[src/rtl/merge4_rr_arb_pkg.sv]
// Shared constants for the 4-input round-robin merge arbiter.
//   N_IN       : number of requester inputs
//   DEF_DATA_W : default width of the packet type field
//   TYPE_REQ / TYPE_RSP : packet type encodings carried on the data field
package merge_arb_pkg;
  localparam int N_IN       = 4;
  localparam int DEF_DATA_W = 2;

  localparam logic [DEF_DATA_W-1:0] TYPE_REQ = DEF_DATA_W'(0);
  localparam logic [DEF_DATA_W-1:0] TYPE_RSP = DEF_DATA_W'(1);
endpackage

[src/rtl/merge4_rr_arb_rr_pick4.sv]
// Combinational rotate-priority search over four requests.
//   i_req : request vector, bit k = input k requesting
//   i_ptr : index that has highest priority this cycle
//   o_idx : first requesting index at or after i_ptr (mod 4); i_ptr if none
//   o_any : at least one request present
module rr_pick4 (
  input  logic [3:0] i_req,
  input  logic [1:0] i_ptr,
  output logic [1:0] o_idx,
  output logic       o_any
);

  logic [1:0] w_cand;

  // Walk from the farthest candidate back to i_ptr so the nearest one wins.
  always_comb begin
    o_idx  = i_ptr;
    o_any  = |i_req;
    w_cand = i_ptr;
    for (int d = 3; d >= 0; d--) begin
      w_cand = i_ptr + 2'(d);
      if (i_req[w_cand]) o_idx = w_cand;
    end
  end

endmodule

[src/rtl/merge4_rr_arb.sv]
// Four-into-one valid/ready merge with round-robin arbitration.
// A stalled output locks onto its selected input so the presented packet
// stays stable until accepted.
//   clk, rst            : clock, synchronous active-low reset
//   iN_irdy / iN_trdy   : per-input valid / accept
//   iN_data_type        : per-input payload
//   o0_irdy / o0_trdy   : merged valid / downstream accept
//   o0_data_type        : payload of the selected input
//   sel                 : currently selected input index
//   starve              : per-input wait counter saturated
//   xfer_cnt            : completed output transfers (wraps)
module merge4_rr_arb
  import merge_arb_pkg::*;
#(
  parameter int DATA_W = DEF_DATA_W,
  parameter int CW     = 4
) (
  input  logic              clk,
  input  logic              rst,
  input  logic              i0_irdy,
  input  logic              i1_irdy,
  input  logic              i2_irdy,
  input  logic              i3_irdy,
  output logic              i0_trdy,
  output logic              i1_trdy,
  output logic              i2_trdy,
  output logic              i3_trdy,
  input  logic [DATA_W-1:0] i0_data_type,
  input  logic [DATA_W-1:0] i1_data_type,
  input  logic [DATA_W-1:0] i2_data_type,
  input  logic [DATA_W-1:0] i3_data_type,
  output logic              o0_irdy,
  input  logic              o0_trdy,
  output logic [DATA_W-1:0] o0_data_type,
  output logic [1:0]        sel,
  output logic [3:0]        starve,
  output logic [15:0]       xfer_cnt
);

  logic [1:0]        r_ptr;
  logic              r_lock;
  logic [1:0]        r_lock_idx;
  logic [CW-1:0]     r_wait [N_IN];
  logic [15:0]       r_xfer;

  logic [N_IN-1:0]   w_irdy;
  logic [N_IN-1:0]   w_trdy;
  logic [DATA_W-1:0] w_data [N_IN];
  logic [1:0]        w_pick_idx;
  logic              w_pick_any;
  logic              w_xfer;
  logic              w_stall;
  logic              w_viol;

  assign w_irdy    = {i3_irdy, i2_irdy, i1_irdy, i0_irdy};
  assign w_data[0] = i0_data_type;
  assign w_data[1] = i1_data_type;
  assign w_data[2] = i2_data_type;
  assign w_data[3] = i3_data_type;

  rr_pick4 u_pick (
    .i_req (w_irdy),
    .i_ptr (r_ptr),
    .o_idx (w_pick_idx),
    .o_any (w_pick_any)
  );

  // Selection is forced to 0 while in reset so nothing stale is presented.
  assign sel          = !rst ? 2'd0 : (r_lock ? r_lock_idx : w_pick_idx);
  assign o0_irdy      = w_pick_any & rst;
  assign o0_data_type = w_data[sel];

  always_comb begin
    w_trdy = '0;
    for (int k = 0; k < N_IN; k++)
      w_trdy[k] = (sel == 2'(k)) & w_irdy[k] & o0_trdy & rst;
  end

  assign {i3_trdy, i2_trdy, i1_trdy, i0_trdy} = w_trdy;

  // A transfer is an actual accept; when a locked input has dropped irdy
  // the output may still look valid but nothing is handed over.
  assign w_xfer  = |w_trdy;
  assign w_stall = o0_irdy & ~o0_trdy;
  assign w_viol  = r_lock & ~w_irdy[r_lock_idx];

  always_ff @(posedge clk) begin
    if (!rst) begin
      r_ptr      <= 2'd0;
      r_lock     <= 1'b0;
      r_lock_idx <= 2'd0;
      r_xfer     <= 16'd0;
    end else if (w_viol) begin
      r_lock <= 1'b0;
    end else if (w_xfer) begin
      r_ptr  <= sel + 2'd1;
      r_lock <= 1'b0;
      r_xfer <= r_xfer + 16'd1;
    end else if (w_stall) begin
      r_lock     <= 1'b1;
      r_lock_idx <= sel;
    end
  end

  always_ff @(posedge clk) begin
    for (int k = 0; k < N_IN; k++) begin
      if (!rst) begin
        r_wait[k] <= '0;
      end else if (w_irdy[k] && !w_trdy[k]) begin
        if (r_wait[k] != '1) r_wait[k] <= r_wait[k] + CW'(1);
      end else begin
        r_wait[k] <= '0;
      end
    end
  end

  always_comb begin
    starve = '0;
    for (int k = 0; k < N_IN; k++)
      starve[k] = rst & (r_wait[k] == '1);
  end

  assign xfer_cnt = r_xfer;

endmodule

[config.mk]
export PLATFORM = sky130hd
export DESIGN_NAME = merge4_rr_arb
export DESIGN_NICKNAME = d
export VERILOG_FILES = /design/src/rtl/merge4_rr_arb_pkg.sv /design/src/rtl/merge4_rr_arb_rr_pick4.sv /design/src/rtl/merge4_rr_arb.sv
export SDC_FILE = /design/constraint.sdc
export NUM_CORES = 1
export LEC_CHECK = 0
export CAP_MARGIN = 20
export CORE_UTILIZATION = 40
export CTS_CLUSTER_SIZE = 30
export DETAILED_ROUTE_END_ITERATION = 8
export HOLD_SLACK_MARGIN = 0.05
export MAX_ROUTING_LAYER = met4
export PLACE_DENSITY = 0.68
export SLEW_MARGIN = 30
export SYNTH_ARGS = -nofsm -noshare
export SYNTH_HDL_FRONTEND = slang
export SYNTH_SLANG_ARGS = --single-unit
[constraint.sdc]
create_clock -name clk -period 5.6 [get_ports clk]
set_input_delay 1.12 -clock clk [delete_from_list [all_inputs] [get_ports clk]]
set_output_delay 1.12 -clock clk [all_outputs]
set_load 0.1 [all_outputs]
## After elaboration in Yosys (flattened, before gate mapping)

Memories as Yosys holds them, arrays and structs flattened.
Index checks and enable logic that the tools add are counted.

- Add/subtract/negate cells: 9
- $lt $le $gt $ge: 6
- Equal/unequal tests: 11
- Muxes and demuxes: 56
- Bitwise logic cells: 33
- Reductions and logical operators: 14

Operator list:

| operator | count |
|---|---|
| 1-bit 2-to-1 mux | 34 |
| 4-bit 2-to-1 mux | 8 |
| 1-bit AND | 19 |
| 16-bit by 1-bit adder with 16-bit output (second input constant) | 1 |
| 4-bit by 1-bit adder with 4-bit output (second input constant) | 4 |
| 4-bit equality test (second input constant) | 4 |
| 2-bit 2-to-1 mux | 8 |
| 4-bit inequality test (second input constant) | 4 |
| 2-bit by 3-bit less-than comparator with 1-bit output (second input constant) | 5 |
| 1-bit binary-select mux with 2-bit select | 5 |
| 1-bit bitwise OR | 8 |
| 4-bit OR reduction | 2 |
| 6-bit OR reduction | 1 |
| 1-bit inverter | 5 |
| 2-bit by 1-bit adder with 2-bit output (second input constant) | 2 |
| 2-bit adder (second input constant) | 2 |
| 2-bit binary-select mux with 2-bit select | 1 |
| 2-bit equality test (second input constant) | 2 |
| 1-bit logical AND | 4 |
| 1-bit logical NOT | 4 |
| 3-bit >= comparator (second input constant) | 1 |
| 2-bit inverter with 3-bit output | 1 |
| 3-bit AND reduction | 1 |
| 2-bit by 1-bit equality test with 1-bit output (second input constant) | 1 |
| 2 further kinds | 2 |

- Flip-flop bits (word level): 21
- Bits in writable memories: 16
- Bits of input ports: 15
- Output and inout port bits: 29
- Logic and storage cells: 134
- Memories kept: 1

Memory list:

| memory | words | width | rd ports | clocked after Yosys merged registers in | write ports | line | source |
|---|---|---|---|---|---|---|---|
| r_wait | 4 | 4 | 4 | 0 | 4 | merge4_rr_arb.sv:43 | `logic [CW-1:0] r_wait [N_IN];` |

## Longest topological paths before layout

- Word-level depth: 20
- Mapped depth: 14

## Modules after synthesis

A second synthesis with hierarchy kept.

- Cells, all modules: 223
- Area, all modules: 2048.2 um^2

By module, submodules not included:

| module | times used | cells each | area each (um^2) |
|---|---|---|---|
| merge4_rr_arb | 1 | 207 | 1948.1 |
| rr_pick4 | 1 | 16 | 100.1 |

## Least setup slack after synthesis

Ideal clock, no wire load.

- Path kind: input port to output port
- Start point: in i2_irdy
- End point: out i0_trdy
- Data arrival time: 5.436 ns
- Data required time: 4.480 ns
- Path slack: -0.956 ns
- Stages: 5
- Cell sequence: nor2b_1 o31a_1 o311ai_4 inv_1 nor4_1

- Longest elaborated chain between the ends: 12

Ends and longest elaborated chain:

| what | line | source |
|---|---|---|
| from (decl) | merge4_rr_arb.sv:22 | `input logic i2_irdy,` |
| 1-bit binary-select mux with 2-bit select | merge4_rr_arb_rr_pick4.sv:22 | `if (i_req[w_cand]) o_idx = w_cand;` |
| 1-bit 2-to-1 mux (implied by the code) | merge4_rr_arb_rr_pick4.sv:22 |  |
| 2-bit 2-to-1 mux (3 in a row) | merge4_rr_arb_rr_pick4.sv:22 |  |
| 2-bit 2-to-1 mux * | merge4_rr_arb_rr_pick4.sv:22 |  |
| 2-bit 2-to-1 mux * (2 in a row) | merge4_rr_arb.sv:69 | `assign sel = !rst ? 2'd0 : (r_lock ? r_lock_idx : w_pick_idx);` |
| via sel[1] | merge4_rr_arb.sv:35 | `output logic [1:0] sel,` |
| 2-bit logical NOT * | merge4_rr_arb.sv:76 | `w_trdy[k] = (sel == 2'(k)) & w_irdy[k] & o0_trdy & rst;` |
| 1-bit AND * (3 in a row) | merge4_rr_arb.sv:76 |  |
| to (decl) | merge4_rr_arb.sv:24 | `output logic i0_trdy,` |

The timed path passes the listed nets; every way through them passes the cells marked *. The select of a mux whose other input is x is not followed.

## Final worst setup path

- Start point: in i0_irdy
- End point: out i1_trdy

- Longest elaborated chain between the ends: 12

Ends and longest elaborated chain:

| what | line | source |
|---|---|---|
| from (decl) | merge4_rr_arb.sv:20 | `input logic i0_irdy,` |
| 1-bit binary-select mux with 2-bit select | merge4_rr_arb_rr_pick4.sv:22 |  |
| 1-bit 2-to-1 mux (implied by the code) | merge4_rr_arb_rr_pick4.sv:22 |  |
| 2-bit 2-to-1 mux (3 in a row) | merge4_rr_arb_rr_pick4.sv:22 |  |
| 2-bit 2-to-1 mux * | merge4_rr_arb_rr_pick4.sv:22 |  |
| 2-bit 2-to-1 mux * (2 in a row) | merge4_rr_arb.sv:69 |  |
| 2-bit by 1-bit equality test with 1-bit output * | merge4_rr_arb.sv:76 |  |
| 1-bit AND * (3 in a row) | merge4_rr_arb.sv:76 |  |
| to (decl) | merge4_rr_arb.sv:25 | `output logic i1_trdy,` |

Mark *: on every way between the ends. The rest lies on a longest branch, timed or not. The select of a mux whose other input is x is not followed.

==> impl_metrics.csv <==
group,metric,value,unit
run_status,outcome,"completed",
critical_path,worst_setup_path_end_kind,"primary output",
power_and_ir_drop,comb_power_share,20.0,%
routing,detail_route.vias_per_cell,5.27,
critical_path,path_cells,"clkdlybuf4s50_1 > inv_1 > o221ai_1 > a221o_1 > nand2_1 > nand2_1 > inv_1 > ha_1 > nand2_1 > nor2_1 > buf_4",
finish,fin_cells,342,
timing,clock-skew-final,0.00495,ns
timing,final.setup.worst_slack,0.889,ns
finish,final_cell_area_excluding_filler_cells,2620,um2
critical_path,reg2reg_setup_slack,2.40,ns
logic_synthesis,count_of_state_elements_after_synthesis,37,
flow_run,cap_viol_max_count,0,
critical_path,cp-endpoint,"i1_trdy",
logic_synthesis,synth_area,2070,um2
power_and_ir_drop,leakage,1.08,nW
finish,antenna_cells,0,
critical_path,beginning_of_the_worst_register_to_register_path,"r_ptr[0]",
floorplan,rows,25,
logic_synthesis,ys_async_sr_fraction,0,%
power_and_ir_drop,power_density,225,nW/um2
timing,finalSetupTns,0,ns
critical_path,timing.rr.end,"xfer_cnt[13]",
cts,clkSlewWorstSetupHoldPaths,0.07,ns
critical_path,critPathMostFrequentCell,"sky130_fd_sc_hd__nand2_1",
critical_path,startpoint_type,"input pin",
logic_synthesis,count_of_flip_flops_with_a_built_in_enable_after_synthesis,16,
routing,detail_route.drc_violations,0,
placement,postPlaceCellArea,2540,um2
cts,clockRootBuffer,"sky130_fd_sc_hd__clkbuf_8",
routing,postRouteAntennaNets,0,
floorplan,die_area,5470,um2
critical_path,critical_path.slowest_cell,"sky130_fd_sc_hd__clkdlybuf4s50_1",
critical_path,worst_setup_path_startpoint,"i0_irdy",
routing,wl_per_cell,13.3,um
critical_path,timing.critical_path.slowest_cell_delay,0.52,ns
cts,tritoncts,"done",
power_and_ir_drop,switching_share,30.6,%
timing,period_minus_slack,4.71,ns
cts,cts-buffers-inserted,5,
critical_path,worst-endpoint-arrival,3.59,ns
floorplan,io-pin-count,44,
critical_path,cp_delay_by_family_top,"buffers and inverters",
logic_synthesis,synth.avg_cell_area,9.04,um2
power_and_ir_drop,design_internal_power,0.000410,W
finish,num-nets-final,297,
global_routing,grt_pass1_vias,1677,
routing,dr.first_iter.drc_count,117,
power_and_ir_drop,power.net_switching,0.000181,W
placement,preCtsSetupSlack,0.931,ns
cts,post_cts_hold_buffer_count,0,
cts,cts.repair_timing.setup_buffer_count,0,
routing,postRouteWirelength,4550,um
logic_synthesis,seq_area_frac_synth,43.5,%
logic_synthesis,synthDistinctLibCells,37,
floorplan,floorplan.initialDensity,42.7,%
critical_path,rr_worst_depth,11,
hold_path,worstHoldPathType,"reg -> reg",
floorplan,die_height,74.0,um
finish,seq_area,901,um2
timing,worst-slew-pin-transition,0.975,ns
timing,max_freq,212,MHz
power_and_ir_drop,vdd.ir_drop.worst,0.127,mV
routing,route.vias.total,1802,
timing,timing.final.setup_violations,0,
finish,final_layout_size_suffix_gt1_share,8.36,%
timing,timing.final.max_slew_violations,0,
global_routing,grt_overflow_total,0,
timing,timing.final.crit_share,84.1,%
cts,clock-sinks,37,
placement,place.gp.congestion,0.852,
timing,final-hold-violation-count,0,
hold_path,hold_path_cell_cnt,1,
floorplan,floorplan_core_area,4850,um2
power_and_ir_drop,seq_power_share,50.0,%
global_routing,grt_antenna_before_repair,0,
placement,io_buffer_count,43,
cts,worst_skew_pair.late_latency,0.28,ns
power_and_ir_drop,clkPwrFrac,29.9,%
finish,fillCellCount,469,
logic_synthesis,ys_dominant_reg_cell,"sky130_fd_sc_hd__dfxtp_1",
global_routing,grt_pass1_wl,7700,um
power_and_ir_drop,total_power,0.000590,W
critical_path,crit_required,4.48,ns
logic_synthesis,synth_warnings,0,
global_routing,overall_track_demand_over_capacity_in_global_routing,18.8,%
finish,area_delta_synth_final,26.7,%
placement,place.detailed.hpwl,3400,um
placement,dp_cells,334,
critical_path,critical_path_cell_count,11,
cts,ctsResizeCount,0,
routing,drt_pass1_iterations,4,
finish,layout.cells.most_common_list,"sky130_fd_sc_hd__nand2_1, sky130_fd_sc_hd__clkdlybuf4s50_1, sky130_fd_sc_hd__nor2_1",
cts,clk_path_buf_depth,2,
critical_path,worstPathMaxFanout,7,
timing,unrepaired_setup_endpoints_after_global_routing,"false",
logic_synthesis,syn_inst,229,
cts,ctsHtreeMaxLevel,2,
floorplan,chipWidth,74.0,um
finish,multi_input_comb_area,1110,um2
timing,worst_slew_margin_rel,34.8,%
critical_path,setup.worst_path.class,"in -> out",
critical_path,cp.buffers_inverters,4,
finish,commonest_non_fill_non_tap_cell_in_the_layout,"sky130_fd_sc_hd__nand2_1",
global_routing,grt_max_degree,20,
logic_synthesis,postSynthNetCount,252,
worst register-to-register path: cells and delay by family (launching register included):
family                   cells  cell delay [ns]
adder cells (fa/ha/maj)      1             0.18
AO/OA/AOI/OAI                4             1.10
flip-flops                   1             0.43
buffers and inverters        1             0.20
AND/OR/NAND/NOR              5             1.23
power by group through the flow:
stage          Combinational [W]  Clock [W]  Sequential [W]
4_1_cts                 0.000119   0.000183        0.000295
6_report                0.000118   0.000177        0.000295
5_1_grt                 0.000127   0.000196        0.000297
3_3_place_gp            0.000118          0        0.000301
3_5_place_dp            0.000118          0        0.000301
2_1_floorplan          0.0000760          0        0.000309
final cells by class:
type / count / share of cell area (%)
Multi-Input combinational cell: 174 / 42.2
Sequential cell: 37 / 34.3
Timing Repair Buffer: 44 / 15.5
Tap cell: 67 / 3.20
Clock buffer: 7 / 2.91
Inverter: 12 / 1.72
Clock inverter: 1 / 0.191
logic make-up after synthesis:
| kind of cell | synth area share [%] |
|---|---|
| adder cells (fa/ha/maj) | 4.83 |
| flip-flops | 43.5 |
| XOR/XNOR | 3.38 |
| AO/OA/AOI/OAI | 12.6 |
| buffers and inverters | 3.32 |
| AND/OR/NAND/NOR | 25.0 |
| multiplexers | 7.37 |
flip-flops by register name, indices dropped and copies added, names as in the netlist:
| signal | count |
|---|---|
| r_wait | 16 |
| xfer_cnt | 16 |
| r_lock_idx | 2 |
| r_ptr | 2 |
| r_lock | 1 |
synthesized netlist by cell type, types with 2 or more instances:
master | instances | area [um2]
sky130_fd_sc_hd__xnor2_1 | 2 | 17.5
sky130_fd_sc_hd__inv_1 | 12 | 45.0
sky130_fd_sc_hd__a2111oi_0 | 2 | 17.5
sky130_fd_sc_hd__o21ai_0 | 4 | 20.0
sky130_fd_sc_hd__nand2b_1 | 5 | 31.3
sky130_fd_sc_hd__nor2_1 | 22 | 82.6
sky130_fd_sc_hd__ha_1 | 8 | 100
sky130_fd_sc_hd__mux2i_1 | 13 | 130
sky130_fd_sc_hd__o31ai_1 | 4 | 30.0
sky130_fd_sc_hd__or4_1 | 4 | 30.0
sky130_fd_sc_hd__nand3_1 | 15 | 75.1
sky130_fd_sc_hd__nand4b_1 | 2 | 17.5
sky130_fd_sc_hd__nor4_1 | 2 | 12.5
sky130_fd_sc_hd__o21a_1 | 2 | 15.0
sky130_fd_sc_hd__a21oi_1 | 14 | 70.1
sky130_fd_sc_hd__nand2_1 | 32 | 120
sky130_fd_sc_hd__dfxtp_1 | 21 | 420
sky130_fd_sc_hd__xor2_1 | 6 | 52.6
sky130_fd_sc_hd__and3_1 | 8 | 50.1
sky130_fd_sc_hd__nand4_1 | 6 | 37.5
sky130_fd_sc_hd__o21ai_1 | 3 | 15.0
sky130_fd_sc_hd__clkbuf_1 | 4 | 15.0
sky130_fd_sc_hd__and2_1 | 5 | 31.3
sky130_fd_sc_hd__o221ai_1 | 2 | 17.5
sky130_fd_sc_hd__edfxtp_1 | 16 | 480
sky130_fd_sc_hd__nor3_1 | 3 | 15.0
sky130_fd_sc_hd__a211oi_1 | 2 | 15.0
layer usage:
layer	vias to the layer above	track usage, %	part of all wire (%)
li1	918	-	-
met1	834	24.0	47
met2	45	29.3	47
met3	5	4.47	5.0
met4	0	6.20	0.97
met5	-	-	0
how the worst min path moves through the flow:
stage / startpoint / to
global placement: xfer_cnt[15] / xfer_cnt[15]
detailed placement: xfer_cnt[15] / xfer_cnt[15]
CTS: xfer_cnt[15] / xfer_cnt[15]
finish: xfer_cnt[15] / xfer_cnt[15]
floorplan: r_ptr[1] / r_ptr[1]
global route: xfer_cnt[15] / xfer_cnt[15]
metrics by stage:
stage / utilization (%) / hold slack, ns
floorplan: - / 0.475
global placement: 52.4 / 0.451
detailed placement: 52.4 / 0.460
CTS: 54.1 / 0.477
global route: 54.1 / 0.513
finish: 54.1 / 0.476
No activity file was read; power rests on OpenSTA's default activity.
